==> src/rtl/operand_stack_pkg.sv <==
// Shared definitions for the operand stack: opcode encoding and error codes.
// Latency: n/a (types and constants only).
// Backpressure: n/a.
package operand_stack_pkg;

   // Stack opcodes, one applied per clock.
   typedef enum logic [2:0] {
      stkNOP   = 3'd0,
      stkPUSH  = 3'd1,
      stkPOP   = 3'd2,
      stkPOP2  = 3'd3,
      stkREPL2 = 3'd4,
      stkDUP   = 3'd5,
      stkSWAP  = 3'd6,
      stkOVER  = 3'd7
   } stk_op_t;

   // Sticky error codes; the first error seen after reset is held.
   localparam logic [1:0] ERR_NONE = 2'b00;
   localparam logic [1:0] ERR_OVF  = 2'b01;
   localparam logic [1:0] ERR_UNF  = 2'b10;

endpackage

==> src/rtl/stack_ram.sv <==
// DEPTH x W register array with two async read ports and two sync write ports.
// Latency: reads combinational; writes land on the rising clk edge.
// Backpressure: none; callers never write the same address on both ports.
module stack_ram #(
   parameter int W     = 8,
   parameter int DEPTH = 16,
   parameter int AW    = $clog2(DEPTH)
) (
   input  logic          clk,
   input  logic          we_a,
   input  logic [AW-1:0] waddr_a,
   input  logic [W-1:0]  wdata_a,
   input  logic          we_b,
   input  logic [AW-1:0] waddr_b,
   input  logic [W-1:0]  wdata_b,
   input  logic [AW-1:0] raddr_a,
   input  logic [AW-1:0] raddr_b,
   output logic [W-1:0]  rdata_a,
   output logic [W-1:0]  rdata_b
);

   logic [W-1:0] mem [DEPTH];

   // Contents are never read while invalid, so the array carries no reset.
   always_ff @(posedge clk) begin
      if (we_a) mem[waddr_a] <= wdata_a;
      if (we_b) mem[waddr_b] <= wdata_b;
   end

   assign rdata_a = mem[raddr_a];
   assign rdata_b = mem[raddr_b];

endmodule

==> src/rtl/operand_stack.sv <==
// Operand stack feeding the ALU: tos/nos out, one push/pop/repl2/dup/swap/over per clock.
// Latency: op applied on the rising edge; tos/nos/count reflect it in the next cycle.
// Backpressure: none; overflow/underflow ops are dropped and flagged in sticky err/err_code.
module operand_stack
   import operand_stack_pkg::*;
#(
   parameter int W     = 8,
   parameter int DEPTH = 16,
   parameter int AW    = $clog2(DEPTH),
   parameter int CW    = $clog2(DEPTH) + 1
) (
   input  logic          CLK,
   input  logic          reset,
   input  stk_op_t       op,
   input  logic [W-1:0]  push_data,
   input  logic [W-1:0]  alu_rslt,
   output logic [W-1:0]  tos,
   output logic [W-1:0]  nos,
   output logic [CW-1:0] count,
   output logic          empty,
   output logic          full,
   output logic          err,
   output logic [1:0]    err_code
);

   logic [CW-1:0] cnt_m1;
   logic [CW-1:0] cnt_m2;
   logic [AW-1:0] top_addr;
   logic [AW-1:0] tos_addr;
   logic [AW-1:0] nos_addr;
   logic [W-1:0]  tos_raw;
   logic [W-1:0]  nos_raw;

   logic [1:0]    need;
   logic          grow;
   logic          dec1;
   logic          dec2;
   logic          we_a;
   logic          we_b;
   logic [AW-1:0] waddr_a;
   logic [AW-1:0] waddr_b;
   logic [W-1:0]  wdata_a;
   logic [W-1:0]  wdata_b;
   logic          unf;
   logic          ovf;
   logic          legal;
   logic [CW-1:0] count_nxt;

   // Address of the next free slot and of the two live operands. When count is
   // below 2 these wrap to garbage slots, but the outputs below mask them.
   assign cnt_m1   = count - CW'(1);
   assign cnt_m2   = count - CW'(2);
   assign top_addr = count[AW-1:0];
   assign tos_addr = cnt_m1[AW-1:0];
   assign nos_addr = cnt_m2[AW-1:0];

   assign empty = (count == '0);
   assign full  = (count == CW'(DEPTH));
   assign tos   = (count >= CW'(1)) ? tos_raw : '0;
   assign nos   = (count >= CW'(2)) ? nos_raw : '0;

   stack_ram #(
      .W     (W),
      .DEPTH (DEPTH),
      .AW    (AW)
   ) u_ram (
      .clk     (CLK),
      .we_a    (we_a & legal),
      .waddr_a (waddr_a),
      .wdata_a (wdata_a),
      .we_b    (we_b & legal),
      .waddr_b (waddr_b),
      .wdata_b (wdata_b),
      .raddr_a (tos_addr),
      .raddr_b (nos_addr),
      .rdata_a (tos_raw),
      .rdata_b (nos_raw)
   );

   // Decode the op into minimum depth, count change and array writes; gate on legality.
   always_comb begin
      need    = 2'd0;
      grow    = 1'b0;
      dec1    = 1'b0;
      dec2    = 1'b0;
      we_a    = 1'b0;
      we_b    = 1'b0;
      waddr_a = top_addr;
      waddr_b = nos_addr;
      wdata_a = push_data;
      wdata_b = tos_raw;
      case (op)
         stkPUSH: begin
            grow    = 1'b1;
            we_a    = 1'b1;
         end
         stkPOP: begin
            need    = 2'd1;
            dec1    = 1'b1;
         end
         stkPOP2: begin
            need    = 2'd2;
            dec2    = 1'b1;
         end
         stkREPL2: begin
            need    = 2'd2;
            dec1    = 1'b1;
            we_a    = 1'b1;
            waddr_a = nos_addr;
            wdata_a = alu_rslt;
         end
         stkDUP: begin
            need    = 2'd1;
            grow    = 1'b1;
            we_a    = 1'b1;
            wdata_a = tos_raw;
         end
         stkSWAP: begin
            need    = 2'd2;
            we_a    = 1'b1;
            waddr_a = tos_addr;
            wdata_a = nos_raw;
            we_b    = 1'b1;
            waddr_b = nos_addr;
            wdata_b = tos_raw;
         end
         stkOVER: begin
            need    = 2'd2;
            grow    = 1'b1;
            we_a    = 1'b1;
            wdata_a = nos_raw;
         end
         default: begin
         end
      endcase

      unf   = (count < CW'(need));
      ovf   = grow & full;
      legal = ~unf & ~ovf;

      count_nxt = count;
      if (legal) begin
         if (grow)      count_nxt = count + CW'(1);
         else if (dec1) count_nxt = cnt_m1;
         else if (dec2) count_nxt = cnt_m2;
      end
   end

   // Stack depth and sticky error state; the first error code after reset is kept.
   always_ff @(posedge CLK or posedge reset) begin
      if (reset) begin
         count    <= '0;
         err      <= 1'b0;
         err_code <= ERR_NONE;
      end else begin
         count <= count_nxt;
         if (unf || ovf) begin
            err <= 1'b1;
            if (err_code == ERR_NONE) err_code <= ovf ? ERR_OVF : ERR_UNF;
         end
      end
   end

endmodule

==> config.mk <==
export PLATFORM = sky130hd
export DESIGN_NAME = operand_stack
export DESIGN_NICKNAME = d
export VERILOG_FILES = /design/src/rtl/operand_stack_pkg.sv /design/src/rtl/stack_ram.sv /design/src/rtl/operand_stack.sv
export SDC_FILE = /design/constraint.sdc
export NUM_CORES = 1
export LEC_CHECK = 0
export CORE_ASPECT_RATIO = 1.4
export CORE_MARGIN = 2
export CORE_UTILIZATION = 55
export DETAILED_ROUTE_END_ITERATION = 8
export PLACE_DENSITY = 0.75
export SYNTH_ARGS = -nofsm -noshare
export SYNTH_HDL_FRONTEND = slang
export SYNTH_SLANG_ARGS = --single-unit
==> constraint.sdc <==
create_clock -name CLK -period 8.28 [get_ports CLK]
set_input_delay 1.242 -clock CLK [delete_from_list [all_inputs] [get_ports CLK]]
set_output_delay 1.242 -clock CLK [all_outputs]
set_load 0.01 [all_outputs]
==> results.yml <==
timing:
  rsz0062_at_grt: "false"
  setup_tns_ps: 0
  post-route-min-period_ps: 6484
  hold_violations: 0
  max_slew_margin: 0.1962
  fin_crit_sh: 0.7831
  max_slew.worst_pin.slew_ps: 1206
  timing.final.max_slew_violations: 0
  finClkSkew_ps: 8.465
  fmax_ghz: 0.1542
  finalSetupViolCount: 0
setup_path:
  crit_fanout: 42
  cp_data_required_time_ps: 7040
  worst_setup_path_end_kind: "primary output"
  startpoint_type: "register"
  critPathArrivalTime_ps: 5240
  path_class: "register to primary output"
global_route:
  grt_max_degree: 48
  grt_pass1_vias: 7306
  grt_pass1_wl_microns: 43480
  antenna_found_initial: 0
  grt_overflow: 0
  gr-usage-all-layers: 0.3006
logic_synthesis:
  synth_top_area_share: 0.3847
  yosys_register_bits: 136
  yosysWarnings: 0
  yosysSeqAreaShare: 0.4047
  synth_area_sq_um: 9992
  ys_async_sr_fraction: 0.05882
  synth_common_cells: "nand2_1, edfxtp_1, nand3_1, o21ai_2, mux2i_1"
  synthesis.nets: 928
  yosysMostFrequentCell: "nand2_1"
  synth.distinct_cells: 71
  synth_largest_area_cell: "edfxtp_1"
  syn_avg_cell_area_sq_um: 11.13
  syn_inst: 898
  synth_edf_count: 128
  synth-main-ff-cell: "edfxtp_1"
  synth_top_cells_by_area: "edfxtp_1, mux2i_1, o21ai_2"
final_layout:
  drive_gt1_frac: 0.2268
  syn_to_final_growth_pct: 8.990
  nNetsFinal: 936
  diodes: 0
detailed_routing:
  vias: 7703
  ant_nets: 0
  drtIter0Drc: 1137
  totalWireLength_microns: 28510
  wl_per_cell_microns: 24.64
  dr.pass1.iters: 6
  routed_via_density: 6.658
  post-route-drc-count: 0
flow_run:
  cap_viol_max_count: 0
floorplan:
  row_count: 58
  die_h_microns: 163.5
  die_area_sq_um: 19280
  io_pins: 47
  start_util: 0.5597
  die_w_microns: 117.9
  core_region_area_sq_um: 17850
cts:
  htreeDepth: 4
  cts_tree: "done"
  clk_latency_ps: 420
  clkTransAtPathRegs_ps: 60
  cts_sinks: 136
  post_cts_buffers: 0
  clockBufferDepth: 2
  cts-root-buf: "clkbuf_16"
  cts_hold_buf: 0
  cts_resized: 0
  cts_made_buffers: 17
placed_design:
  place.port_buffers: 46
  place.gp.congestion: 0.9700
  dp_hpwl_microns: 20760
status:
  status: "finished, final reports clean"
hold_path:
  min_path_type: "register to register"
-- metrics by stage --
stage          std cells  hold slack (ps)  worst slack (ps)  cell area [sq um]    util
2_1_floorplan        898            503.7              4269               9992       -
3_3_place_gp        1127            455.6              2456              10260  0.5747
3_5_place_dp        1127            459.4              2347              10260  0.5747
4_1_cts             1157            474.0              1868              10890  0.6100
5_1_grt             1157            513.5              1585              10890  0.6100
6_report            1157            468.0              1796              10890  0.6100
-- final timing paths --
path,from,endpoint,slack [ps],cells past startpoint
max,count[1],tos[3],1800,10
min,err,err,470,1
max reg2reg,count[1],u_ram.mem[1][1],3240,9
min reg2reg,err,err,470,1
max in group asynchronous,reset,count[0],6960,2
min in group asynchronous,reset,err_code[1],1060,2
-- cell families (layout without fill, tap and decap cells) --
kind of cell             after synthesis  in the layout  share of synthesized area
AO/OA/AOI/OAI                        219            219                     0.1742
flip-flops                           136            136                     0.4047
multiplexers                         105            105                     0.1493
adder cells (fa/ha/maj)                9              9                    0.01127
AND/OR/NAND/NOR                      328            328                     0.1748
XOR/XNOR                               9              9                    0.01240
buffers and inverters                 92            111                    0.07338
-- metal layers --
metal  vias up  part of all wire  track usage  wire length (microns)
li1       3422                 -            -                      -
met1      3664              0.37       0.3703                  10580
met2       498              0.48       0.4982                  13820
met3       119             0.078      0.04749                   2225
met4         0             0.066       0.1846                   1875
met5         -                 0            0                      0
-- state kept, by name, indices dropped and copies added (netlist names) --
register / cells
err: 1
err_code: 2
count: 5
u_ram.mem: 128
-- placed cells by master, fill, tap and decap left out, types with 5 or more instances in the layout --
master           instances
dfrtp_1                  6
ha_1                     8
o21ai_2                 80
o22ai_2                  7
nor4b_4                  8
nand3_1                 83
nand2_1                164
clkbuf_16               17
inv_1                   13
mux4_1                   8
o21bai_1                16
o21ai_1                  8
nand4_1                 17
a21boi_0                 8
nor2_1                  14
o21ai_0                 50
o221ai_2                 7
buf_4                   20
nor3_4                   7
bufinv_16                5
edfxtp_1               128
a41oi_1                 15
a21oi_1                  7
and2_1                   8
clkdlybuf4s50_1         46
mux2i_1                 71
mux4_2                  23
-- cell type report --
cell class	instances	area, sq um
tap	240	300.3
multi-input combinational	670	5244
fill	1479	6962
timing repair buffer	66	610.6
sequential	136	4049
clock inverter	13	205.2
clock buffer	17	425.4
inverter	15	56.30
-- critical path, cell delays in order, from the launching register on --
cell             delay [ps]
dfrtp_2                1030
inv_1                   320
ha_2                    920
buf_4                   490
mux2i_1                 140
nand3_1                 100
nand4_1                 210
mux2i_1                 790
inv_1                   100
nor2_1                  140
clkdlybuf4s50_1         540
Power is left out: the tool's default activity adds up to more than one toggle a clock period on the data nets, which glitch-free logic cannot reach.
